### src/rtl/stream_right_shifter.sv
// stream_right_shifter: shifts a block-serial little-endian big integer right by a per-number bit count.
// Define STREAM_RIGHT_SHIFTER_ZERO_PAD_EN to pad each number back to NUM_BLOCKS outputs with zero blocks.
module stream_right_shifter #(
  parameter int REGISTER_SIZE = 32,
  parameter int NUM_BLOCKS    = 256,
  parameter int MAX_SHIFT     = 4096,
  parameter int SW            = $clog2(MAX_SHIFT + 1)
) (
  input  logic                     clk_in,
  input  logic                     rst_n_in,
  input  logic [SW-1:0]            shift_amt_in,
  input  logic                     valid_in,
  input  logic [REGISTER_SIZE-1:0] block_in,
  output logic                     ready_out,
  output logic                     valid_out,
  output logic [REGISTER_SIZE-1:0] data_block_out,
  output logic                     last_out,
  input  logic                     ready_in
);
  localparam int CW = $clog2(NUM_BLOCKS) + 1;
  localparam int BW = $clog2(REGISTER_SIZE);
  localparam logic [CW-1:0] LAST_IDX = CW'(NUM_BLOCKS - 1);
  localparam logic [CW-1:0] END_IDX  = CW'(NUM_BLOCKS);
  typedef enum logic [2:0] {
    IDLE, SKIP, PRIME, STREAM, TAIL
`ifdef STREAM_RIGHT_SHIFTER_ZERO_PAD_EN
    , PAD
`endif
  } state_t;
  state_t                   state;
  logic [CW-1:0]            in_cnt;
  logic [CW-1:0]            ws;
  logic [BW-1:0]            b;
  logic [REGISTER_SIZE-1:0] hold;
  logic [SW-1:0]            s_clamp;
  logic [CW-1:0]            ws_new;
  logic [BW-1:0]            b_new;
  logic [2*REGISTER_SIZE-1:0] cat;
  logic [REGISTER_SIZE-1:0] tail;
  logic                     slot_free;
  logic                     acc;
`ifdef STREAM_RIGHT_SHIFTER_ZERO_PAD_EN
  logic [CW-1:0]            out_cnt;
`endif
  assign s_clamp   = shift_amt_in > SW'(MAX_SHIFT) ? SW'(MAX_SHIFT) : shift_amt_in;
  assign ws_new    = CW'(32'(s_clamp) / REGISTER_SIZE);
  assign b_new     = BW'(32'(s_clamp) % REGISTER_SIZE);
  assign cat       = {block_in, hold} >> b;
  assign tail      = hold >> b;
  assign slot_free = !valid_out || ready_in;
  // PRIME with every input block already consumed only waits for TAIL; refuse input there.
  assign ready_out = (state == IDLE || state == SKIP) ? 1'b1 :
                     ((state == PRIME && in_cnt != END_IDX) || state == STREAM) ? slot_free : 1'b0;
  assign acc       = valid_in && ready_out;
  always_ff @(posedge clk_in or negedge rst_n_in)
    if (!rst_n_in) begin
      state          <= IDLE;
      in_cnt         <= '0;
      ws             <= '0;
      b              <= '0;
      hold           <= '0;
      valid_out      <= 1'b0;
      data_block_out <= '0;
      last_out       <= 1'b0;
`ifdef STREAM_RIGHT_SHIFTER_ZERO_PAD_EN
      out_cnt        <= '0;
`endif
    end else begin
      if (ready_in) valid_out <= 1'b0;
      case (state)
        IDLE: if (valid_in) begin
          ws     <= ws_new;
          b      <= b_new;
          in_cnt <= CW'(1);
          hold   <= block_in;
          state  <= ws_new == '0 ? PRIME : SKIP;
        end
        SKIP: if (valid_in) begin
          in_cnt <= in_cnt + CW'(1);
          if (in_cnt == ws) begin
            hold  <= block_in;
            state <= PRIME;
          end
        end
        PRIME, STREAM:
          if (state == PRIME && in_cnt == END_IDX) state <= TAIL;
          else if (acc) begin
            data_block_out <= cat[REGISTER_SIZE-1:0];
            valid_out      <= 1'b1;
            last_out       <= 1'b0;
            hold           <= block_in;
            in_cnt         <= in_cnt + CW'(1);
            state          <= in_cnt == LAST_IDX ? TAIL : STREAM;
          end
        TAIL: if (slot_free) begin
          data_block_out <= tail;
          valid_out      <= 1'b1;
`ifdef STREAM_RIGHT_SHIFTER_ZERO_PAD_EN
          last_out       <= ws == '0;
          out_cnt        <= '0;
          state          <= ws == '0 ? IDLE : PAD;
`else
          last_out       <= 1'b1;
          state          <= IDLE;
`endif
        end
`ifdef STREAM_RIGHT_SHIFTER_ZERO_PAD_EN
        PAD: if (slot_free) begin
          data_block_out <= '0;
          valid_out      <= 1'b1;
          last_out       <= out_cnt == ws - CW'(1);
          out_cnt        <= out_cnt + CW'(1);
          state          <= out_cnt == ws - CW'(1) ? IDLE : PAD;
        end
`endif
        default: state <= IDLE;
      endcase
    end
endmodule

### config.mk
export PLATFORM = sky130hd
export DESIGN_NAME = stream_right_shifter
export DESIGN_NICKNAME = d
export VERILOG_FILES = /design/src/rtl/stream_right_shifter.sv
export SDC_FILE = /design/constraint.sdc
export NUM_CORES = 1
export LEC_CHECK = 0
export BUFFER_PORTS_ARGS = -buffer_cell sky130_fd_sc_hd__buf_2
export CAP_MARGIN = 30
export CORE_UTILIZATION = 64
export DETAILED_ROUTE_END_ITERATION = 7
export GPL_TIMING_DRIVEN = 0
export PLACE_DENSITY_LB_ADDON = 0.05
export SLEW_MARGIN = 20
export SYNTH_ARGS = -nofsm -noshare
export SYNTH_HDL_FRONTEND = slang
export SYNTH_SLANG_ARGS = --single-unit
### constraint.sdc
create_clock -name clk_in -period 3.55 [get_ports clk_in]
set_input_delay 0.355 -clock clk_in [delete_from_list [all_inputs] [get_ports clk_in]]
set_output_delay 0.355 -clock clk_in [all_outputs]
set_load 0.05 [all_outputs]
; ---- After elaboration in Yosys (flattened, before gate mapping)
; Index checks and enable logic that the tools add are counted.
[classes]
addsub = 1
mul = 0
div_mod_pow = 0
magnitude_cmp = 1
eq_ne = 15
shift = 2
n_mux = 36
bitwise = 0
n_reduce_logical = 17
[ops]
columns = cell, n
row1 = 2-to-1 mux 32 bit, 8
row2 = one-hot mux 32 bit (3 select lines), 1
row3 = one-hot mux 32 bit (2 select lines), 1
row4 = >> shifter 64 x 5 -> 32 bit, 1
row5 = 2-to-1 mux 9 bit, 4
row6 = >> shifter 32 x 5 -> 32 bit, 1
row7 = one-hot mux 9 bit (3 select lines), 1
row8 = 2-to-1 mux 3 bit, 7
row9 = > comparator 13 bit (second input constant), 1
row10 = 2-to-1 mux 13 bit, 1
row11 = one-hot mux 3 bit (4 select lines), 1
row12 = inequality test 2 bit (second input constant), 5
row13 = AND reduction 5 bit, 2
row14 = adder 9 x 1 -> 9 bit (second input constant), 1
row15 = == test 9 x 8 -> 1 bit, 1
row16 = == test 9 x 8 -> 1 bit (second input constant), 1
row17 = == test 9 bit (second input constant), 1
row18 = zero test 9 bit, 1
row19 = 2-to-1 mux 1 bit, 9
row20 = inequality test 9 bit (second input constant), 1
row21 = == test 3 x 2 -> 1 bit (second input constant), 2
row22 = AND reduction 6 bit, 1
row23 = one-hot mux 1 bit (2 select lines), 2
row24 = AND reduction 4 bit, 1
row25 = 13 further kinds, 17
[totals]
ff_bits = 91
latchBits = 0
ramBits = 0
rom_bits = 0
input_bits = 49
out_inout_bits = 35
wordCells = 80
mem_count = 0

; ---- Depth between registers and ports, before layout
[depth]
depth_word = 9
ltp_mapped = 10
mapped_depth_nobuf = 8

; ---- Worst setup path after synthesis
; Ideal clock, no wire load.
[synth_timing]
path_kind = register -> register
from = register in_cnt[0]
to = register data_block_out[10]
setup_time_ns = 0.126
arrival_time_ns = 2.092
required_time_ns = 3.424
path_slack_ns = 1.332
path_stages_with_launch = 10
path_buffers = 2
cell_sequence = dfrtp_1 inv_1 ha_1 nor4b_1 a41o_1 buf_2 a2bb2oi_2 nor2_1 clkbuf_1 a221o_1
[synth_via]
elab_chain_cells = 8
word_cells_on_any_way = 11
cone_classes = eq/ne: 4 / mux: 2 / reduce/logical: 5
[synth_lines]
columns = element, line_no
row1 = "start, declared", 31  ; logic [CW-1:0] in_cnt;
row2 = "start signal, assigned", 79  ; in_cnt <= in_cnt + CW'(1);
row3 = "start signal, assigned", 92  ; in_cnt <= in_cnt + CW'(1);
row4 = inequality test 9 bit, 53  ; ((state == PRIME && in_cnt != END_IDX) || state == STREAM) ? slot_free : 1'b0;
row5 = logical AND 1 bit, 53
row6 = logical OR 1 bit, 53
row7 = 2-to-1 mux 1 bit, 53
row8 = 2-to-1 mux 1 bit, 52  ; assign ready_out = (state == IDLE || state == SKIP) ? 1'b1 :
row9 = logical AND 1 bit, 54  ; assign acc = valid_in && ready_out;
row10 = inequality test 2 bit (no source line), -
row11 = AND reduction 4 bit (no source line) *, -
row12 = "end signal, assigned", 88  ; data_block_out <= cat[REGISTER_SIZE-1:0];
row13 = "end signal, assigned", 96  ; data_block_out <= tail;
row14 = "end, declared", 16  ; output logic [REGISTER_SIZE-1:0] data_block_out,
; Every way passes the cells marked *; elsewhere a longest branch is shown, timed or not.
; A chain may end at the register's enable or synchronous reset.

; ---- Worst setup path in the final report
[layout_timing]
from = register state[1]
to = register data_block_out[25]
[layout_via]
elab_chain_cells = 8
word_cells_on_any_way = 19
cone_classes = eq/ne: 7 / mux: 3 / reduce/logical: 9
[layout_lines]
columns = element, line_no
row1 = "start, declared", 30  ; state_t state;
row2 = "start signal, assigned", 76  ; state <= ws_new == '0 ? PRIME : SKIP;
row3 = "start signal, assigned", 93  ; state <= in_cnt == LAST_IDX ? TAIL : STREAM;
row4 = == test 3 x 2 -> 1 bit, "53, 70, 86"
row5 = logical AND 1 bit, 53
row6 = logical OR 1 bit, 53
row7 = 2-to-1 mux 1 bit, 53
row8 = 2-to-1 mux 1 bit, 52
row9 = logical AND 1 bit, 54
row10 = inequality test 2 bit (no source line), -
row11 = AND reduction 4 bit (no source line), -
; Parallel ways exist; a longest one is shown, timed or not.

==> reports/metrics.yaml <==
placed_design:
  io_buffers: 83
  post-dp-hpwl_um: 18600
  globalplace.congestion: 1.04
  place_worst_setup_slack_ns: 0.589
synth:
  ys.flop_type: "dfrtp_1"
  synthMuxAreaShare_pct: 30.4
  synth-xor-area-share_pct: 1.62
  syn_inst: 696
  netlist_area_um2: 7020
  avgSynthCellArea_um2: 10.1
  synth_top_family_by_area: "multiplexers"
  yosys_warnings: 0
  synth-seq-cells: 91
  ys_types: 66
  synth_edf_count: 0
  yosys.area_share.simple_pct: 15.1
  synth_fa_ha_area_share_pct: 0.535
  synth_nets: 748
  async_flop_share_pct: 100
  synth_compound_area_share_pct: 15.0
  synth_seq_area_share_pct: 32.5
clock_tree:
  cts_made_buffers: 9
  ctsRootBufferMaster: "clkbuf_8"
  h-tree-depth: 3
  postCtsSetupBuffers: 0
  cts_resized: 0
  cts_sinks: 91
  clock_path_buffers: 2
  cts_tree: "yes"
  clk_pin_slew_ns: 0.10
  insertion_delay_ns: 0.38
power_and_ir_drop:
  leakage_uw: 0.00327
  pwr-share-seq_pct: 22.6
  intPower_uw: 4250
  p_sw_uw: 4580
  p_per_area_nw_per_um2: 1130
  switching_share_pct: 51.9
  clockPowerShare_pct: 8.3
  combPwrFrac_pct: 69.1
  vdd_ir_drop_max_v: 0.000663
routing:
  viasPerCell: 7.37
  firstDrtPassIters: 5
  route.detailed.drc: 0
  wl_per_cell_um: 25.5
  drt-initial-drc-count: 946
  postRouteAntennaNets: 0
  wl_met3_um: 3160
  wl_met1_um: 8960
  wl_met2_um: 10600
  routed_wl_um: 23800
  vias: 6879
  top_layer: "met4"
grt:
  grt_usage_pct: 43.9
  antenna_found_initial: 0
  grt_overflow: 0
  grt_pass1_vias: 6581
  grt_start_max_net_pins: 48
  grt_pass1_wl_um: 37600
critical_path:
  path_cells: "buf_2, nor3b_2, buf_2, buf_4, buf_2, nor3_1, nor4_1, nor2_1, a21oi_1, o221ai_1"
  cp_max_fo: 10
  cpPeakStageDelay_ns: 0.71
  crit_path_end_kind: "flop"
  critPathKind: "reg -> reg"
  cp.required_ns: 3.80
  crit_path_frequent_cell: "buf_2"
  start_kind: "flop"
  cp_data_arrival_time_ns: 3.40
  critPathTopFamily: "simple AND/OR/NAND/NOR gates"
  cp_slowest_cell: "nor4_1"
  cp_num_buf_inv: 4
layout:
  area_growth_pct: 11.6
  fill_cells: 753
  n_antenna_cell: 0
  nets: 844
  layout-drive-gt1-share_pct: 28.6
  seqCellArea_um2: 2280
  multi_input_area_um2: 4400
timing:
  skew_ns: 0.0138
  fmax_mhz: 318
  rsz0062_at_grt: "false"
  tightest_slew_ns: 0.844
  setup_ws_ns: 0.402
  fin_crit_sh_pct: 88.7
  relSlewSlack_pct: 43.3
  finalHoldViolCount: 0
  finalCriticalPeriod_ns: 3.15
  maxSlewViolCount: 0
  setup_viol: 0
  setup_tns_ns: 0
outcome:
  status: "finished clean"
die:
  start_util_pct: 67.1
  die_x_um: 107
  fp-row-count: 37
  die_area_um2: 11400
  die_y_um: 107
  core_region_area_um2: 10500
  ios: 84
run:
  cap_viol_max_count: 0
worst_hold_path:
  hp-class: "in -> reg"
## state kept, by name, summed over array words and instances, names as in the netlist
register and count:
b 5, data_block_out 32, hold 32, in_cnt 9, last_out 1, state 3
valid_out 1, ws 8
## layer usage
layer  up-vias  GRT usage, %
met5         -             0
met4         0          19.9
met3       101          11.0
met2       621          66.1
met1      3315          60.3
li1       2842             -
## stage by stage
step	std cells	area [µm²]	power (µW)	utilization [%]	hold WS, ns
3_5_place_dp	916	7620	7850	72.9	0.391
3_3_place_gp	915	7600	7680	72.7	0.456
2_1_floorplan	696	7020	6190	-	0.0594
4_1_cts	933	7830	8580	74.8	0.206
5_1_grt	933	7830	9180	74.8	0.207
6_report	933	7830	8830	74.8	0.206
## cells in the mapped netlist, types with 4 or more instances
cell type	n	area share, %
dfrtp_1	91	32
nand2_1	90	4.8
nor2_1	65	3.5
mux4_2	57	18
mux2i_1	41	5.8
mux2_2	34	5.5
a21oi_1	28	2.0
clkbuf_1	27	1.4
nor3_1	25	1.8
buf_2	21	1.5
o21ai_0	19	1.4
a221o_1	15	2.1
o211ai_1	11	1.2
a22o_1	10	1.2
nand3_1	10	0.71
xnor2_1	10	1.2
a211oi_1	9	0.96
a22oi_1	8	0.86
inv_1	8	0.43
and3_1	7	0.62
nor4_1	7	0.62
a31oi_1	6	0.54
buf_1	6	0.32
a311oi_1	5	0.62
mux2_1	5	0.80
nand2b_1	5	0.45
nand3b_1	5	0.54
and2_1	4	0.36
buf_4	4	0.43
o21ai_1	4	0.29
or3_1	4	0.36
## cells in the final DEF (no fill, tap or decap), drive strengths merged, types with 2 or more instances in the layout
master and n:
a211oi 9, nand2 90, nor4 7, o21ai 23, mux2i 41, clkinv 6
nor2b 2, a21o 2, buf 118, nand2b 5, o211ai 11, a32oi 2
a221o 15, a31oi 6, o21a 2, clkbuf 38, or4 2, and3 7
or3 4, xnor2 10, a22o 10, o221ai 2, o31ai 2, a311oi 5
mux2 39, a21oi 28, dfrtp 91, xor2 3, a221oi 3, nand3 10
a22oi 8, nor2 65, o22ai 4, and2 5, nand3b 5, nand4 3
nor3 25, ha 3, mux4 57, inv 10
## logic make-up after synthesis
group / Yosys count
buf+inv: 74
flops: 91
compound gates: 144
mux: 137
xor+xnor: 13
simple gates: 234
fa+ha+maj: 3
## worst reg2reg max path, delay by kind of cell (launching register included)
family,cells,cell delay (ns)
flip-flops,1,0.38
AND/OR/NAND/NOR,4,1.28
AO/OA/AOI/OAI,2,0.34
buffers and inverters,4,1.03
## cell type report
type | instances | share of cell area, %
Multi-Input combinational cell | 531 | 56.2
Tap cell | 136 | 2.17
Inverter | 12 | 0.575
Buffer | 62 | 3.80
Sequential cell | 91 | 29.1
Clock buffer | 10 | 1.63
Clock inverter | 6 | 0.831
Timing Repair Buffer | 85 | 5.72
## power groups by stage
stage / Combinational [µW] / Clock, µW / Sequential, µW
CTS: 5890 / 731 / 1960
finish: 6090 / 736 / 1990
global placement: 5750 / 0 / 1930
global route: 6390 / 765 / 2030
detailed placement: 5870 / 0 / 1980
floorplan: 3760 / 0 / 2430
## worst paths after layout
kind | end | depth (start not counted) | slack, ns | startpoint
hold reg to reg | data_block_out[6] | 2 | 0.49 | data_block_out[6]
min in group asynchronous | in_cnt[4] | 2 | 0.54 | rst_n_in
setup / recovery | data_block_out[25] | 10 | 0.40 | state[1]
hold / removal | ws[5] | 2 | 0.21 | shift_amt_in[10]
setup reg to reg | data_block_out[25] | 10 | 0.40 | state[1]
max in group asynchronous | hold[14] | 3 | 2.33 | rst_n_in
## what timing repair did
action                                  in CTS  in global routing
hold buffers                                 1                  0
endpoints found under the hold margin        5                  0
endpoints found under the setup margin       0                  0
Note: power is estimated with default switching activity, not from simulation.
